$ cat config.mk
export PLATFORM = sky130hd
export DESIGN_NAME = regfile_wb_arbiter
export DESIGN_NICKNAME = d
export VERILOG_FILES = /design/src/rtl/regfile_wb_arbiter.sv
export SDC_FILE = /design/constraint.sdc
export NUM_CORES = 1
export LEC_CHECK = 0
export ABC_AREA = 1
export ABC_CLOCK_PERIOD_IN_PS = 3100
export BUFFER_PORTS_ARGS = -buffer_cell sky130_fd_sc_hd__buf_4
export CORE_ASPECT_RATIO = 0.75
export CORE_MARGIN = 2
export CORE_UTILIZATION = 58
export CTS_BUF_LIST = sky130_fd_sc_hd__clkbuf_8 sky130_fd_sc_hd__clkbuf_16
export DETAILED_ROUTE_END_ITERATION = 6
export PLACE_DENSITY_LB_ADDON = 0.12
export REMOVE_ABC_BUFFERS = 1
export SETUP_SLACK_MARGIN = 0.15
export SYNTH_ARGS = -nofsm -noshare
export SYNTH_HDL_FRONTEND = slang
export SYNTH_SLANG_ARGS = --single-unit
$ cat constraint.sdc
create_clock -name clk -period 3.1 [get_ports clk]
set_input_delay 0.31 -clock clk [delete_from_list [all_inputs] [get_ports clk]]
set_output_delay 0.31 -clock clk [all_outputs]
set_load 0.02 [all_outputs]
$ cat src/rtl/regfile_wb_arbiter.sv
// Shares the register file write port between the ALU (A) and load (B) writeback sources.
// Build option WB_BYPASS_EN adds two forwarding lookups over the buffers and output stage.
module regfile_wb_arbiter #(
    parameter int DATA_W   = 64,
    parameter int ADDR_W   = 5,
    parameter int ZERO_REG = 31
) (
    input  logic              clk,
    input  logic              reset,
    // Valid/ready: a word moves when valid and ready are both high at a posedge.
    // ready depends only on buffer state and the current grant, never on valid.
    input  logic              a_valid,
    output logic              a_ready,
    input  logic [ADDR_W-1:0] a_reg,
    input  logic [DATA_W-1:0] a_data,
    input  logic              b_valid,
    output logic              b_ready,
    input  logic [ADDR_W-1:0] b_reg,
    input  logic [DATA_W-1:0] b_data,
    output logic              reg_write,
    output logic [ADDR_W-1:0] write_register,
    output logic [DATA_W-1:0] write_data,
    output logic [31:0]       pending_mask
`ifdef WB_BYPASS_EN
    ,
    input  logic [ADDR_W-1:0] fwd_reg1,
    input  logic [ADDR_W-1:0] fwd_reg2,
    output logic              fwd_hit1,
    output logic              fwd_hit2,
    output logic [DATA_W-1:0] fwd_data1,
    output logic [DATA_W-1:0] fwd_data2
`endif
);

    localparam logic [ADDR_W-1:0] ZERO_IDX = ADDR_W'(ZERO_REG);

    logic              a_full, b_full;
    logic [ADDR_W-1:0] a_reg_q, b_reg_q;
    logic [DATA_W-1:0] a_data_q, b_data_q;
    logic              a_older;   // meaningful only while both buffers are full
    logic              rr_b;      // round-robin pointer: 0 favours A, 1 favours B

    logic both_full, same_reg, grant_a, grant_b, a_cap, b_cap;

    always_comb begin
        both_full = a_full & b_full;
        same_reg  = (a_reg_q == b_reg_q);
        grant_a   = 1'b0;
        grant_b   = 1'b0;
        if (both_full) begin
            // Same destination: age decides so the regfile sees writes in order.
            grant_a = same_reg ? a_older : ~rr_b;
            grant_b = ~grant_a;
        end else begin
            grant_a = a_full;
            grant_b = b_full;
        end
    end

    assign a_ready = ~a_full | grant_a;
    assign b_ready = ~b_full | grant_b;
    assign a_cap   = a_valid & a_ready & (a_reg != ZERO_IDX);
    assign b_cap   = b_valid & b_ready & (b_reg != ZERO_IDX);

    always_ff @(posedge clk) begin
        if (reset) begin
            a_full         <= 1'b0;
            b_full         <= 1'b0;
            a_reg_q        <= '0;
            b_reg_q        <= '0;
            a_data_q       <= '0;
            b_data_q       <= '0;
            a_older        <= 1'b0;
            rr_b           <= 1'b0;
            reg_write      <= 1'b0;
            write_register <= '0;
            write_data     <= '0;
        end else begin
            if (a_cap) begin
                a_full   <= 1'b1;
                a_reg_q  <= a_reg;
                a_data_q <= a_data;
            end else if (grant_a) begin
                a_full <= 1'b0;
            end
            if (b_cap) begin
                b_full   <= 1'b1;
                b_reg_q  <= b_reg;
                b_data_q <= b_data;
            end else if (grant_b) begin
                b_full <= 1'b0;
            end
            // A fresh capture is always the younger entry; B is older on a tie.
            if (a_cap) begin
                a_older <= 1'b0;
            end else if (b_cap) begin
                a_older <= 1'b1;
            end
            if (both_full && !same_reg) begin
                rr_b <= grant_a;
            end
            reg_write <= grant_a | grant_b;
            if (grant_a) begin
                write_register <= a_reg_q;
                write_data     <= a_data_q;
            end else if (grant_b) begin
                write_register <= b_reg_q;
                write_data     <= b_data_q;
            end
        end
    end

    always_comb begin
        pending_mask = '0;
        if (a_full) begin
            pending_mask[a_reg_q] = 1'b1;
        end
        if (b_full) begin
            pending_mask[b_reg_q] = 1'b1;
        end
        if (reg_write) begin
            pending_mask[write_register] = 1'b1;
        end
        pending_mask[ZERO_REG] = 1'b0;
    end

`ifdef WB_BYPASS_EN
    // Later matches overwrite earlier ones, so candidates are visited oldest first.
    function automatic logic [DATA_W:0] fwd_lookup(input logic [ADDR_W-1:0] r);
        logic [DATA_W:0] hit;
        hit = '0;
        if (r != ZERO_IDX) begin
            if (reg_write && write_register == r) hit = {1'b1, write_data};
            if (a_older) begin
                if (a_full && a_reg_q == r) hit = {1'b1, a_data_q};
                if (b_full && b_reg_q == r) hit = {1'b1, b_data_q};
            end else begin
                if (b_full && b_reg_q == r) hit = {1'b1, b_data_q};
                if (a_full && a_reg_q == r) hit = {1'b1, a_data_q};
            end
        end
        return hit;
    endfunction

    logic [DATA_W:0] fwd1, fwd2;

    always_comb begin
        fwd1 = fwd_lookup(fwd_reg1);
        fwd2 = fwd_lookup(fwd_reg2);
    end

    assign fwd_hit1  = fwd1[DATA_W];
    assign fwd_data1 = fwd1[DATA_W-1:0];
    assign fwd_hit2  = fwd2[DATA_W];
    assign fwd_data2 = fwd2[DATA_W-1:0];
`endif

endmodule

After elaboration in Yosys (flattened, before gate mapping) --
Cells that the tools add are included.
Cells by class: add/sub/neg operators 0, bitwise operators 14, equality and inequality tests 3, magnitude comparators 6, $mul 0, divide/modulo/power cells 0, shift-type cells 0, muxes and demuxes 20, reductions and logical operators 9
Operators with widths (number):
- $mux 64 | 2
- $mux 31 | 3
- $or 31x31->31 | 2
- $lt 5x6->1 const B | 3
- $demux 1 s5 | 3
- $ge 5x1->1 const B | 3
- $mux 1 | 10
- $mux 5 | 2
- $ne 5x5->1 const B | 2
- $reduce_bool 2->1 | 3
- $and 1x1->1 | 5
- $eq 5x5->1 | 1
- $logic_and 1x1->1 | 4
- $not 1->1 | 4
- $or 1x1->1 | 3
- $reduce_or 2->1 | 1
- $logic_not 1->1 | 1
Word-level totals: bits in registers 212, bits in latches 0, input bits 142, memories 0, RAM bits 0, output and inout bits 104, memory bits (read-only) 0, logic and storage cells 63

Logic depth before layout (Yosys ltp) --
word-level depth 9, gate-level depth with buffers 13, mapped depth without buffers 11

Worst setup path before layout --
No wires, ideal clock.
kind register to register, from register b_reg_q[3], to register b_reg_q[3], library setup time 0.114 ns, path buffers 2, period minus slack after synthesis 1.781 ns, data required time 2.986 ns, cell stages (with the launch flop) 14, data arrival time 1.667 ns, setup slack 1.319 ns, cell sequence dfxtp_1 inv_1 nand2_1 nand2_1 nor2_2 nand3_1 nand2_1 nand3_4 nand2_4 inv_2 buf_6 buf_4 nor2_1 nor2_1
Between the ends: cells in the longest elaborated chain, start to end 7
Ends and longest elaborated chain:
- start, declared | line 38 | logic [ADDR_W-1:0] a_reg_q, b_reg_q;
- start signal, assigned | line 88 | b_reg_q <= b_reg;
- $eq 5x5->1 | line 47 | same_reg = (a_reg_q == b_reg_q);
- $mux 1 | line 52 | grant_a = same_reg ? a_older : ~rr_b;
- $not 1->1 | line 53 | grant_b = ~grant_a;
- $mux 1 | line 50 | if (both_full) begin
- $or 1x1->1 | line 61 | assign b_ready = ~b_full | grant_b;
- $and 1x1->1 (2 in a row) | line 63 | assign b_cap = b_valid & b_ready & (b_reg != ZERO_IDX);
Every way passes these cells. A chain may end at the register's enable or synchronous reset.

Worst setup path in the final report --
from register b_reg_q[3], to output b_ready
Between the ends: cells in the longest elaborated chain, start to end 5
Ends and longest elaborated chain:
- $eq 5x5->1 | line 47
- $mux 1 | line 52
- $not 1->1 | line 53
- $mux 1 | line 50
- $or 1x1->1 | line 61
- end, declared | line 17 | output logic b_ready,
Every way passes these cells.

==> impl_metrics.toml <==
[worst_hold_path]
hp-start = "a_data[57]"
hold_path_depth = 3
whs_endpoint = "a_data_q[57]"
hp-class = "primary input to register"

[final_layout]
final_util_pct = 75.8
n_fill_cell = 1331
layout_common_cells = "463 x nand2_1, 282 x nor2_1, 268 x buf_4"
nNetsFinal = 1841
drive_gt1_share_pct = 18.2
area_delta_synth_final_pct = 26.7
insertedDiodeCount = 0
layout_commonest_cell = "nand2_1"

[floorplan]
start_util_pct = 59.8
die_x_um = 153
die_h_um = 116
io-pin-count = 246
row_count = 40
core_area_um2 = 16200
dieArea_um2 = 17700

[sta]
maxSlewHeadroom_pct = 37.1
fin_ws_ns = 0.331
finClkSkew_ns = 0.0104
fin_crit_ns = 2.77
fmax_ghz = 0.361
setup_viol = 0
slew_violations = 0
post-route-period-util_pct = 89.3
hold_violations = 0
worst_pin_slew_ns = 0.937
rsz0062_at_grt = "no"

[worst_setup_path]
cp-end-kind = "output port"
reg2regPathDepth = 12
cp.arrival_ns = 2.46
critPathKind = "register to output port"
reg2reg_slack_ns = 0.44
reg2reg_to = "b_reg_q[2]"
worst-path-max-fanout = 26
required_ns = 2.79
rr_startpoint = "b_reg_q[3]"
critPathLaunchType = "register"

[logic_synthesis]
yosysSeqAreaShare_pct = 43.9
ys_warn_count = 0
syn_inst = 1487
ys_ff_latch = 212
yosysUniqueCellTypes = 21
synth.avg_cell_area_um2 = 6.50
netlist_area_um2 = 9670

[routing]
wl_per_cell_um = 14.8
first_iter_violations = 877
antenna_left = 0
num_vias = 9956
drt_wl_total_um = 28400
firstDrtPassIters = 6
vias_per_cell = 5.18
drc = 0

[grt]
grtUsageMet2_pct = 50.4
track_usage_pct = 30.8
grt_max_degree = 73
gr-total-overflow = 0
grtUsageMet1_pct = 42.1
busiest_layer = "met2"
antenna_found_initial = 0
grt_pass1_wl_um = 44700
grt_pass1_vias = 8922
use_met3_pct = 6.25

[place]
portBuffers = 244
preCtsSetupSlack_ns = 0.523
gp_congestion = 0.902
dpl.hpwl_um = 18600

[clocking]
cts-buffers-inserted = 21
clk_pin_slew_worst_paths_ns = 0.06
tritoncts = "done"
clk_latency_ns = 0.49
cts_hold_buf = 0
ctsRootBufferMaster = "clkbuf_16"
cts.sinks = 212
cts_buffer_depth = 3
cts-htree-levels = 1

[run]
drv_cap = 0

[outcome]
status = "complete, no violations"

[pwr]
ir_drop_uv = 427
p_leak_nw = 6.44
powerDensity_nw_per_um2 = 544
-- per-layer routing --
layer / wire [um] / share of wire [%]
met4: 647 / 2.3
met5: 0 / 0
met1: 12100 / 42
met3: 2960 / 10
met2: 12700 / 45
-- cell type report --
type | count | area, um2 | share of cell area, %
multi-input combinational | 1038 | 4480 | 36.6
clock buffer | 26 | 594 | 4.85
inverter | 156 | 586 | 4.78
clock inverter | 9 | 43.8 | 0.357
tap | 210 | 263 | 2.14
sequential | 212 | 4240 | 34.6
timing repair buffer | 270 | 2040 | 16.7
-- through the flow --
| stage | total power [mW] | hold slack, ns | TNS [ns] | std cells | cell area, um2 |
|---|---|---|---|---|---|
| floorplan | 3.84 | 0.379 | -159.79 | 1406 | 9290 |
| global placement | 4.30 | 0.438 | 0 | 1886 | 11600 |
| detailed placement | 4.33 | 0.440 | 0 | 1886 | 11600 |
| CTS | 6.68 | 0.0315 | 0 | 1921 | 12200 |
| global route | 6.95 | 0.0360 | 0 | 1921 | 12300 |
| finish | 6.67 | 0.0393 | 0 | 1921 | 12300 |
-- kinds of logic (layout without fill, tap and decap cells) --
kind of cell | after synthesis | in the layout | share of synthesized area, %
AO/OA/AOI/OAI | 73 | 73 | 5.56
other | 1 | 1 | 0.0388
flip-flops | 212 | 212 | 43.9
AND/OR/NAND/NOR | 963 | 963 | 40.4
XOR/XNOR | 1 | 1 | 0.0906
buffers and inverters | 237 | 461 | 9.97
-- state kept, by name (all words and copies together), names as in the netlist --
name            count
b_data_q           64
rr_b                1
a_full              1
a_older             1
write_data         64
a_data_q           64
b_reg_q             5
b_full              1
a_reg_q             5
reg_write           1
write_register      5
-- cell usage after synthesis, drive strengths merged --
cell / number / area, um2
nand2: 466 / 1760
nor2: 284 / 1070
dfxtp: 212 / 4240
nand3: 174 / 883
inv: 156 / 586
o21bai: 68 / 510
clkbuf: 45 / 169
buf: 36 / 209
nor3: 35 / 175
a21oi: 4 / 20.0
nand4: 3 / 18.8
conb: 1 / 3.75
nand3b: 1 / 7.51
o21a: 1 / 7.51
xnor2: 1 / 8.76
-- what timing repair did --
action	in CTS	in global routing
endpoints found under the setup margin	0	1
gates resized for setup	0	1
buffers inserted	0	0
-- worst max-delay path: stages, from the launching register on --
cell and delay (ns):
dfxtp_1 0.45, inv_1 0.16, nand2_1 0.08, nand2_1 0.06, nor2_2 0.17, nand3_1 0.15, nand2_1 0.15, nand3_4 0.26
buf_6 0.29, buf_4 0.19
-- worst max-delay path by stage --
stage	cells after the start	startpoint	slack (ns)	end
final	9	b_reg_q[3]	0.33	b_ready
after global routing	9	a_reg_q[3]	0.16	b_ready
after CTS	9	b_reg_q[3]	0.31	b_ready
after detailed placement	12	b_reg_q[3]	0.52	b_reg_q[2]
after global placement	12	b_reg_q[3]	0.60	b_reg_q[2]
after floorplan	9	b_reg_q[3]	-1.45	a_data_q[0]
-- where the power goes --
part           total (mW)  switching, mW  internal, mW
sequential           3.07          0.121          2.95
combinational        1.23          0.743         0.485
clock                2.37           1.03          1.35
total                6.67           1.89          4.78
Note: power is estimated with default switching activity, not from simulation.
